## src/rtl/cam_stream_gen_if.sv

```systemverilog
// OV7670-style parallel camera bus: pixel clock, syncs and byte lane.
interface cam_stream_gen_if;
  logic       PCLK;
  logic       VSYNC;
  logic       HREF;
  logic [7:0] CAM_DATA;

  modport master (output PCLK, VSYNC, HREF, CAM_DATA);
  modport slave  (input  PCLK, VSYNC, HREF, CAM_DATA);
endinterface

```

## src/rtl/cam_stream_gen.sv

```systemverilog
// Synthetic OV7670 output stream (RGB565, word {y[7:0], x[7:0]}) for sensorless capture tests.
// Optional macro CAM_STREAM_GEN_FRAME_ID_EN replaces pixel (0,0) with {8'hA5, frame_counter}.
module cam_stream_gen #(
  parameter int WIDTH       = 240,
  parameter int HEIGHT      = 240,
  parameter int HBLANK      = 16,
  parameter int VSYNC_LINES = 3,
  parameter int VBP_LINES   = 17,
  parameter int VFP_LINES   = 10
) (
  input  logic              clk,
  input  logic              reset,
  input  logic              enable,
  cam_stream_gen_if.master  cam,
  output logic              frame_start,
  output logic              frame_done,
  output logic              busy
);

  localparam int ACT_LEN  = 2 * WIDTH;
  localparam int LINE_LEN = ACT_LEN + HBLANK;
  localparam int PCNT_W   = $clog2(LINE_LEN + 1);
  localparam int LMAX_A   = (HEIGHT > VSYNC_LINES) ? HEIGHT : VSYNC_LINES;
  localparam int LMAX_B   = (VBP_LINES > VFP_LINES) ? VBP_LINES : VFP_LINES;
  localparam int LMAX     = (LMAX_A > LMAX_B) ? LMAX_A : LMAX_B;
  localparam int LCNT_W   = $clog2(LMAX + 1);

  typedef enum logic [2:0] {
    ST_IDLE,
    ST_VSYNC,
    ST_VBP,
    ST_ACTIVE,
    ST_HBL,
    ST_VFP
  } state_t;

  state_t              state, state_n;
  logic [PCNT_W-1:0]   pcnt, pcnt_n;
  logic [LCNT_W-1:0]   lcnt, lcnt_n;
  logic                pclk_q, pclk_n;
  logic                vsync_q, vsync_n;
  logic                href_q, href_n;
  logic [7:0]          data_q, data_n;
  logic                start_q, start_n;
  logic                done_q, done_n;
  logic                adv;
  logic                line_end;

`ifdef CAM_STREAM_GEN_FRAME_ID_EN
  logic [7:0]          fcnt, fcnt_n;
`endif

  assign cam.PCLK     = pclk_q;
  assign cam.VSYNC    = vsync_q;
  assign cam.HREF     = href_q;
  assign cam.CAM_DATA = data_q;
  assign frame_start  = start_q;
  assign frame_done   = done_q;
  assign busy         = (state != ST_IDLE) || done_q;

  always_ff @(posedge clk or posedge reset) begin
    if (reset) begin
      state   <= ST_IDLE;
      pcnt    <= '0;
      lcnt    <= '0;
      pclk_q  <= 1'b0;
      vsync_q <= 1'b0;
      href_q  <= 1'b0;
      data_q  <= '0;
      start_q <= 1'b0;
      done_q  <= 1'b0;
    end else begin
      state   <= state_n;
      pcnt    <= pcnt_n;
      lcnt    <= lcnt_n;
      pclk_q  <= pclk_n;
      vsync_q <= vsync_n;
      href_q  <= href_n;
      data_q  <= data_n;
      start_q <= start_n;
      done_q  <= done_n;
    end
  end

`ifdef CAM_STREAM_GEN_FRAME_ID_EN
  always_ff @(posedge clk or posedge reset) begin
    if (reset) fcnt <= '0;
    else       fcnt <= fcnt_n;
  end
`endif

  // Position (state, pcnt, lcnt) advances one PCLK period on each PCLK 1->0 clk;
  // the outputs for the new period are registered on that same clk.
  always_comb begin
    state_n  = state;
    pcnt_n   = pcnt;
    lcnt_n   = lcnt;
    pclk_n   = pclk_q;
    vsync_n  = vsync_q;
    href_n   = href_q;
    data_n   = data_q;
    start_n  = 1'b0;
    done_n   = 1'b0;
    adv      = 1'b0;
    line_end = (pcnt == PCNT_W'(LINE_LEN - 1));
`ifdef CAM_STREAM_GEN_FRAME_ID_EN
    fcnt_n   = fcnt;
`endif

    if (state == ST_IDLE) begin
      pclk_n = 1'b0;
      if (enable) begin
        state_n = ST_VSYNC;
        pcnt_n  = '0;
        lcnt_n  = '0;
        start_n = 1'b1;
        adv     = 1'b1;
      end
    end else if (!pclk_q) begin
      pclk_n = 1'b1;
    end else begin
      pclk_n = 1'b0;
      adv    = 1'b1;
      pcnt_n = line_end ? '0 : pcnt + PCNT_W'(1);
      unique case (state)
        ST_VSYNC: if (line_end) begin
          if (lcnt == LCNT_W'(VSYNC_LINES - 1)) begin
            state_n = ST_VBP;
            lcnt_n  = '0;
          end else lcnt_n = lcnt + LCNT_W'(1);
        end
        ST_VBP: if (line_end) begin
          if (lcnt == LCNT_W'(VBP_LINES - 1)) begin
            state_n = ST_ACTIVE;
            lcnt_n  = '0;
          end else lcnt_n = lcnt + LCNT_W'(1);
        end
        ST_ACTIVE: if (pcnt == PCNT_W'(ACT_LEN - 1)) state_n = ST_HBL;
        ST_HBL: if (line_end) begin
          if (lcnt == LCNT_W'(HEIGHT - 1)) begin
            state_n = ST_VFP;
            lcnt_n  = '0;
          end else begin
            state_n = ST_ACTIVE;
            lcnt_n  = lcnt + LCNT_W'(1);
          end
        end
        ST_VFP: if (line_end) begin
          if (lcnt == LCNT_W'(VFP_LINES - 1)) begin
            done_n = 1'b1;
            lcnt_n = '0;
`ifdef CAM_STREAM_GEN_FRAME_ID_EN
            fcnt_n = fcnt + 8'd1;
`endif
            if (enable) begin
              state_n = ST_VSYNC;
              start_n = 1'b1;
            end else state_n = ST_IDLE;
          end else lcnt_n = lcnt + LCNT_W'(1);
        end
        default: state_n = ST_IDLE;
      endcase
    end

    if (adv) begin
      vsync_n = (state_n == ST_VSYNC);
      href_n  = (state_n == ST_ACTIVE);
      data_n  = '0;
      if (state_n == ST_ACTIVE) begin
        data_n = pcnt_n[0] ? 8'(pcnt_n >> 1) : 8'(lcnt_n);
`ifdef CAM_STREAM_GEN_FRAME_ID_EN
        if (lcnt_n == '0 && pcnt_n < PCNT_W'(2))
          data_n = pcnt_n[0] ? fcnt : 8'hA5;
`endif
      end
    end
  end

endmodule

```

## src/flat_wrapper.sv

```systemverilog
// flat-port wrapper written by rule: the top's interface ports become plain ports
module cam_stream_gen_flat 
#(
  parameter int WIDTH       = 240,
  parameter int HEIGHT      = 240,
  parameter int HBLANK      = 16,
  parameter int VSYNC_LINES = 3,
  parameter int VBP_LINES   = 17,
  parameter int VFP_LINES   = 10
)
  (clk, reset, enable, frame_start, frame_done, busy, cam_PCLK, cam_VSYNC, cam_HREF, cam_CAM_DATA);
  cam_stream_gen_if cam_i ();
  input  logic clk;
  input  logic reset;
  input  logic enable;
  output logic frame_start;
  output logic frame_done;
  output logic busy;
  output wire logic [$bits(cam_i.PCLK)-1:0] cam_PCLK;
  output wire logic [$bits(cam_i.VSYNC)-1:0] cam_VSYNC;
  output wire logic [$bits(cam_i.HREF)-1:0] cam_HREF;
  output wire logic [$bits(cam_i.CAM_DATA)-1:0] cam_CAM_DATA;
  assign cam_PCLK = cam_i.PCLK;
  assign cam_VSYNC = cam_i.VSYNC;
  assign cam_HREF = cam_i.HREF;
  assign cam_CAM_DATA = cam_i.CAM_DATA;
  cam_stream_gen #(.WIDTH(WIDTH), .HEIGHT(HEIGHT), .HBLANK(HBLANK), .VSYNC_LINES(VSYNC_LINES), .VBP_LINES(VBP_LINES), .VFP_LINES(VFP_LINES)) u_core (.clk(clk), .reset(reset), .enable(enable), .cam(cam_i), .frame_start(frame_start), .frame_done(frame_done), .busy(busy));
endmodule
```

## config.mk

```make
export PLATFORM = sky130hd
export DESIGN_NAME = cam_stream_gen_flat
export DESIGN_NICKNAME = d
export VERILOG_FILES = /design/src/rtl/cam_stream_gen_if.sv /design/src/rtl/cam_stream_gen.sv /design/src/flat_wrapper.sv
export SDC_FILE = /design/constraint.sdc
export NUM_CORES = 1
export LEC_CHECK = 0
export CORE_MARGIN = 2
export CORE_UTILIZATION = 49
export CTS_CLUSTER_SIZE = 30
export DETAILED_ROUTE_END_ITERATION = 10
export GPL_TIMING_DRIVEN = 0
export PLACE_DENSITY = 0.69
export SYNTH_ARGS = -nofsm -noshare
export SYNTH_HDL_FRONTEND = slang
export SYNTH_SLANG_ARGS = --single-unit
```

## constraint.sdc

```tcl
create_clock -name clk -period 7.3 [get_ports clk]
set_input_delay 1.095 -clock clk [delete_from_list [all_inputs] [get_ports clk]]
set_output_delay 1.095 -clock clk [all_outputs]
set_load 0.005 [all_outputs]
```

==> results.tsv, run 1 <==
stage	metric	value	unit
route	Final ANT Viol Nets	0	
timing	Worst-Margin Slew	0.7693	ns
critical_path	Worst path slowest cell	or4_1	
min_path	Hold WC Path Type	register to register	
cts	CTS Root Cell	clkbuf_8	
critical_path	Largest stage delay, worst path	0.57	ns
critical_path	cell chain of the critical path	clkdlybuf4s50_1 -> or4_1 -> o21ai_0 -> nand2_1 -> o31ai_1 -> buf_4 -> o21ai_0 -> a32o_1	
cts	clock latency on the worst-skew pair	0.29	ns
cts	Num CTS Buffers	5	
timing	Max transition margin	48.27	%
yosys	Yosys top cell by area	dfrtp_1	
layout	P&R area growth vs syn	14.23	%
floorplan	Vert. Die Dim	70.45	µm
critical_path	crit path capture type	register	
yosys	ys async rst share	100.0	%
critical_path	Req. time, crit path	7.48	ns
cts	CTS tree	done	
route	Iter 0 DRT Violations	142	
floorplan	chip width	70.45	µm
status	status	finished clean	
grt	vias in the first global route	1767	
placement	Post-Place Worst Slack	3.735	ns
cts	deepest clock path buffer count	2	
critical_path	most used cell, CP	o21ai_0	
route	Via Count	1910	
floorplan	# IOs	17	
layout	antenna cells	0	
yosys	sequential area share after synthesis	38.17	%
timing	f_max	302.0	MHz
placement	gp weighted congestion	0.8933	
grt	initial antenna violation count	0	
power_and_ir_drop	PD cells	269.8	nW/µm²
cts	# Post-CTS Setup Buffers	0	
layout	nets	268	
yosys	synth top area cells	dfrtp_1, nand2_1, o21ai_0, a32o_1, ha_1	
critical_path	family with the most delay on the worst path	compound AO/OA/AOI/OAI gates	
timing	final setup margin	3.989	ns
critical_path	worst-path maximum fanout	10	
cts	clock sink total	33	
timing	final setup vio count	0	
grt	Congestion Overflow GR	0	
yosys	number of synthesized register bits	33	
critical_path	startpoint class of the critical path	input port	
yosys	Cells after Synth	237	
yosys	Unique masters post-synth	62	
cts	# H-tree levels	2	
floorplan	Die ar.	4963	µm²
timing	Slew Limit Fails	0	
cts	clock-pin slew on the worst setup and hold paths	0.07	ns
route	post-DR wirelength/cell	17.33	µm
route	Post-Route WL	5423	µm
grt	first-pass GRT wire length	9094	µm
critical_path	worst path bufs/invs	2	
route	DRT Pass-1 Iters	5	
route	Residual DRC	0	
cts	CTS Hold Bufs	0	
flow_run	Max-Cap Viols	0	
timing	final worst path period share	45.35	%
floorplan	# rows	24	
placement	Buffers on Ports	16	
floorplan	Core Box Area	4294	µm²
timing	setup repair after global routing missed its margin	false	
yosys	ys flop type	dfrtp_1	
layout	share of cells above drive strength 1	13.79	%
critical_path	critical path class	input port to register	
yosys	Ys Warns	0	
timing	Fin Clk Skew	0.004707	ns
timing	final hold vios	0	
yosys	Post-synth EDFFs	0	
critical_path	WP data arrival	3.49	ns
yosys	Net Count, Synth	245	
timing	Setup Total Neg Slack	0	ns
grt	GRT Total Usage	23.65	%
yosys	Syn Std Cell Area	2163	µm²
cts	post-CTS sizing	0	
power_and_ir_drop	Worst VDD drop	155.7	µV
grt	pin count of the biggest net entering global routing	34	
floorplan	initial core utilization	50.38	%
route	Via density	6.102	
yosys	synthesized area per cell	9.128	µm²
yosys	top cell type's share of synthesized area	38.17	%
timing	final worst path period need	3.311	ns
power_and_ir_drop	Pleak	0.001112	µW
placement	post-DP HPWL	3889	µm
## cells in the mapped netlist (all sizes together) (3+ instances only)
master and number:
or2 3, nor3b 4, nand4 7, nor2 12, clkbuf 4, ha 5
nand2 27, buf 9, inv 7, nand3 12, nand2b 10, nor3 8
a32o 7, a21o 3, and3 7, and3b 3, a21oi 8, a31oi 5
nand3b 3, o21ai 18, dfrtp 33
## power breakdown
group | switching (µW) | total (µW) | internal (µW)
Combinational | 179 | 298 | 119
Clock | 69.8 | 136 | 66.1
Sequential | 26.9 | 233 | 206
## worst reg2reg max path: cells and delay by family (launching register included)
| family | cells | cell delay, ns |
|---|---|---|
| flip-flops | 1 | 0.41 |
| AND/OR/NAND/NOR | 2 | 0.42 |
| adder cells (fa/ha/maj) | 1 | 0.24 |
| buffers and inverters | 2 | 0.45 |
| AO/OA/AOI/OAI | 3 | 1.06 |
## routing by layer
metal	vias to the layer above	GRT usage [%]	routed length, µm
met5	-	0	0
met4	0	8.547	79
met3	9	4.185	270
met2	57	33.86	2448
met1	911	35.58	2624
li1	933	-	-
## final cells by class
class                           instances  area, µm²
Buffer                                 14      108.9
Clock buffer                            6      72.57
Clock inverter                          2      10.01
Fill cell                             385       1823
Inverter                                7      26.28
Multi-Input combinational cell        183       1202
Sequential cell                        33      825.8
Tap cell                               52      65.06
Timing Repair Buffer                   16      160.2
## state kept, by name, indices dropped and copies added, names as in the netlist
| name | flops |
|---|---|
| u_core.lcnt | 8 |
| u_core.cam.PCLK | 1 |
| u_core.frame_start | 1 |
| u_core.cam.VSYNC | 1 |
| u_core.cam.CAM_DATA | 8 |
| u_core.frame_done | 1 |
| u_core.state | 3 |
| u_core.pcnt | 9 |
| u_core.cam.HREF | 1 |
## metrics by stage
step	total power (µW)	cells	utilization, %	hold slack, ns	area [µm²]
detailed placement	528.7	305	55.62	0.4683	2389
global route	716.3	313	57.55	0.5152	2471
CTS	664.8	313	57.55	0.4904	2471
global placement	526.5	305	55.62	0.4651	2389
floorplan	439.3	237	-	0.4673	2163
finish	666.8	313	57.55	0.4842	2471
## cell families (layout without fill, tap and decap cells)
logic type	after synthesis	in the layout	share of synthesized area, %
XOR/XNOR	1	1	0.4049
adder cells (fa/ha/maj)	5	5	2.892
flip-flops	33	33	38.17
multiplexers	3	3	1.446
AND/OR/NAND/NOR	112	112	29.85
AO/OA/AOI/OAI	62	62	21.00
buffers and inverters	21	45	6.246
## cells in the final DEF (no fill, tap or decap), types with 4 or more instances in the layout
cell type,n
nor3_1,8
inv_1,6
ha_1,5
a31oi_1,5
nor3b_1,4
nand4_1,6
nand2b_1,10
buf_6,4
o21ai_0,18
dfrtp_1,33
nor2_1,12
clkbuf_1,4
clkdlybuf4s50_1,16
a21oi_1,8
nand2_1,27
nand3_1,12
and3_1,5
clkbuf_8,6
a32o_1,7
## final timing paths
path / startpoint / endpoint / slack (ns) / cells after the start
setup / recovery: enable / u_core.cam.CAM_DATA[3] / 3.99 / 8
hold / removal: u_core.cam.HREF / u_core.cam.HREF / 0.48 / 1
setup reg to reg: u_core.pcnt[0] / u_core.cam.CAM_DATA[3] / 4.63 / 8
hold reg to reg: u_core.cam.HREF / u_core.cam.HREF / 0.48 / 1
max in group asynchronous: reset / u_core.cam.CAM_DATA[6] / 5.63 / 2
min in group asynchronous: reset / u_core.pcnt[8] / 1.23 / 2
No activity file was read; power rests on OpenSTA's default activity.
==> run 2: changes to the inputs <==
- clock period: 7.3 -> 3.2 ns (I/O delays scaled with it)
==> results of run 2 <==
Same layout as run 1 (identical final DEF). Status: finished clean.
Main changes from that run: setup slack after placement 3.735 ns -> 0.2503 ns; setup slack after layout 3.989 ns -> 0.5042 ns; register-to-register setup slack 4.63 ns -> 0.53 ns; total power 666.8 µW -> 1521 µW; worst IR drop on VDD 155.7 µV -> 355.2 µV
==> run 3: changes to the inputs <==
- clock period: 3.2 -> 2.8 ns (I/O delays scaled with it)
==> results.tsv, run 3 (synthesis gave the netlist of run 1 again) <==
stage	metric	value	unit	change
timing	final hold vios	0		unchanged
layout	P&R area growth vs syn	14.29	%	was 14.23%
timing	Fin Clk Skew	0.004706	ns	was 0.004707 ns
layout	antenna cells	0		unchanged
grt	GRT Total Usage	23.65	%	unchanged
grt	met1 Track Usage GR	35.58	%	unchanged
grt	Congestion Overflow GR	0		unchanged
floorplan	# IOs	17		unchanged
power_and_ir_drop	Comb pwr share	44.7	%	about the same
power_and_ir_drop	P_int	1019	µW	was 891.3 µW
route	post-DR wirelength/cell	17.33	µm	unchanged
route	Final ANT Viol Nets	0		unchanged
floorplan	chip width	70.45	µm	unchanged
grt	first-pass GRT wire length	9094	µm	unchanged
min_path	Hold EP	u_core.cam.HREF		unchanged
route	Post-Route WL	5423	µm	unchanged
placement	gp weighted congestion	0.8933		unchanged
placement	Post-Place Worst Slack	-0.08965	ns	was 0.2503 ns
timing	final worst path period need	2.674	ns	
timing	final setup vio count	0		unchanged
cts	deepest clock path buffer count	2		unchanged
timing	setup repair after global routing missed its margin	false		unchanged
floorplan	# rows	24		unchanged
layout	commonest non-fill, non-tap cells in the layout	dfrtp_1, nand2_1, o21ai_0, clkdlybuf4s50_1		unchanged
power_and_ir_drop	Switching Fraction	41.41	%	about the same
layout	share of cells above drive strength 1	14.18	%	was 13.79%
route	DRT Pass-1 Iters	5		unchanged
grt	initial antenna violation count	0		unchanged
layout	nets	268		unchanged
timing	final worst path period share	95.51	%	
cts	CTS Hold Bufs	0		unchanged
placement	Buffers on Ports	16		unchanged
flow_run	Max-Cap Viols	0		unchanged
layout	max FFs per register	9		unchanged
route	Residual DRC	0		unchanged
min_path	Worst Hold Launch	u_core.cam.HREF		unchanged
route	Via density	6.102		unchanged
cts	clock sink total	33		unchanged
cts	clock latency on the worst-skew pair	0.29	ns	about the same
critical_path	Req. time, crit path	2.98	ns	was 3.38 ns
cts	# H-tree levels	2		unchanged
timing	final setup margin	0.1256	ns	was 0.5042 ns
critical_path	Worst R2R Start	u_core.pcnt[0]		unchanged
critical_path	WP data arrival	2.86	ns	was 2.88 ns
power_and_ir_drop	Seq pwr share	34.9	%	about the same
cts	Num CTS Buffers	5		unchanged
layout	fin cells	313		unchanged
layout	Reg with most FFs	u_core.pcnt		unchanged
route	Iter 0 DRT Violations	142		unchanged
min_path	Hold WC Path Type	register to register		unchanged
status	status	finished clean		unchanged
timing	Fin Hold WS	0.4842	ns	unchanged
critical_path	worst-path maximum fanout	10		unchanged
power_and_ir_drop	Worst VDD drop	405.9	µV	was 355.2 µV
power_and_ir_drop	total power	1738	µW	was 1521 µW
critical_path	startpoint class of the critical path	register		was input port
critical_path	R2R depth	8		unchanged
timing	f_max	373.9	MHz	
grt	global routing's busiest layer	met1		unchanged
route	Via Count	1910		unchanged
critical_path	flop2flop setup slack	0.13	ns	was 0.53 ns
critical_path	r2r endpoint	u_core.cam.CAM_DATA[3]		unchanged
critical_path	critical path class	register to register		was input port to register
grt	vias in the first global route	1767		unchanged
floorplan	Vert. Die Dim	70.45	µm	unchanged
cts	clock-pin slew on the worst setup and hold paths	0.07	ns	about the same
timing	Slew Limit Fails	0		unchanged
critical_path	crit path capture type	register		unchanged
grt	met3 Use GR	4.185	%	unchanged
min_path	hold-critical path depth	1		unchanged
grt	pin count of the biggest net entering global routing	34		unchanged
power_and_ir_drop	Net Switching	719.8	µW	was 629.8 µW
placement	post-DP HPWL	3889	µm	unchanged
cts	CTS Root Cell	clkbuf_8		unchanged
power_and_ir_drop	Pleak	0.001110	µW	was 0.001112 µW
placement	Cells after DPL	305		unchanged
floorplan	Die ar.	4963	µm²	unchanged
floorplan	Core Box Area	4294	µm²	unchanged
cts	CTS tree	done		unchanged
timing	Max transition margin	48.27	%	unchanged
power_and_ir_drop	PD cells	703.1	nW/µm²	was 615.6 nW/µm²
layout	commonest non-fill, non-tap cell in the layout	dfrtp_1		unchanged
timing	Worst-Margin Slew	0.7693	ns	unchanged
power_and_ir_drop	clock share of power	20.4	%	about the same
floorplan	initial core utilization	50.38	%	unchanged
grt	M2 GR Usage	33.86	%	unchanged
[run 3: cell counts in the layout (fill, tap and decap cells not counted)]
No cell type changed its count.
[run 3: through the flow]
stage	util [%]	setup TNS [ns]	instance area, µm²
floorplan	-	0	2163
global placement	55.62	-0.1695	2389
detailed placement	55.62	-0.1333	2389
CTS	57.55	0	2471
global route	57.58	0	2472
finish	57.58	0	2472
[run 3: how the worst max path moves through the flow]
| stage | start | to | slack, ns | cells past startpoint |
|---|---|---|---|---|
| after global placement | enable | u_core.cam.CAM_DATA[3] | -0.10 | 8 |
| final | u_core.pcnt[0] | u_core.cam.CAM_DATA[3] | 0.13 | 8 |
| after CTS | u_core.pcnt[0] | u_core.cam.CAM_DATA[3] | 0.13 | 8 |
| after global routing | u_core.pcnt[0] | u_core.cam.CAM_DATA[3] | 0.01 | 8 |
| after floorplan | u_core.lcnt[0] | u_core.cam.CAM_DATA[5] | 0.46 | 8 |
| after detailed placement | enable | u_core.cam.CAM_DATA[3] | -0.09 | 8 |
[run 3: critical path, cell delays in order (launching register included)]
cell and delay (ns):
dfrtp_1 0.41, ha_1 0.24, and4_1 0.23, and3_1 0.19, buf_6 0.14, o31ai_1 0.66, buf_4 0.31, o21ai_0 0.13
a32o_1 0.27
[run 3: final cells by class]
| cell class | count | area (µm²) |
|---|---|---|
| Multi-Input combinational cell | 183 | 1202 |
| Clock inverter | 2 | 10.01 |
| Clock buffer | 6 | 72.57 |
| Fill cell | 384 | 1822 |
| Tap cell | 52 | 65.06 |
| Timing Repair Buffer | 16 | 160.2 |
| Sequential cell | 33 | 827.0 |
| Buffer | 14 | 108.9 |
| Inverter | 7 | 26.28 |
[run 3: timing repair]
action                                  CTS  global route
endpoints found under the setup margin    0             1
resized for setup                         0             1
buffers inserted                          0             0
endpoints found under the hold margin     0             0
[run 3: power by group through the flow]
stage,Clock (µW),Sequential [µW],Combinational (µW)
6_report,354,606,778
5_1_grt,383,616,868
4_1_cts,359,604,770
3_5_place_dp,0,612,766
3_3_place_gp,0,611,761
2_1_floorplan,0,599,546
[run 3: per-layer routing]
| metal | up-vias | wire length (µm) |
|---|---|---|
| met2 | 57 | 2448 |
| li1 | 933 | - |
| met1 | 911 | 2624 |
| met3 | 9 | 270 |
| met5 | - | 0 |
| met4 | 0 | 79 |
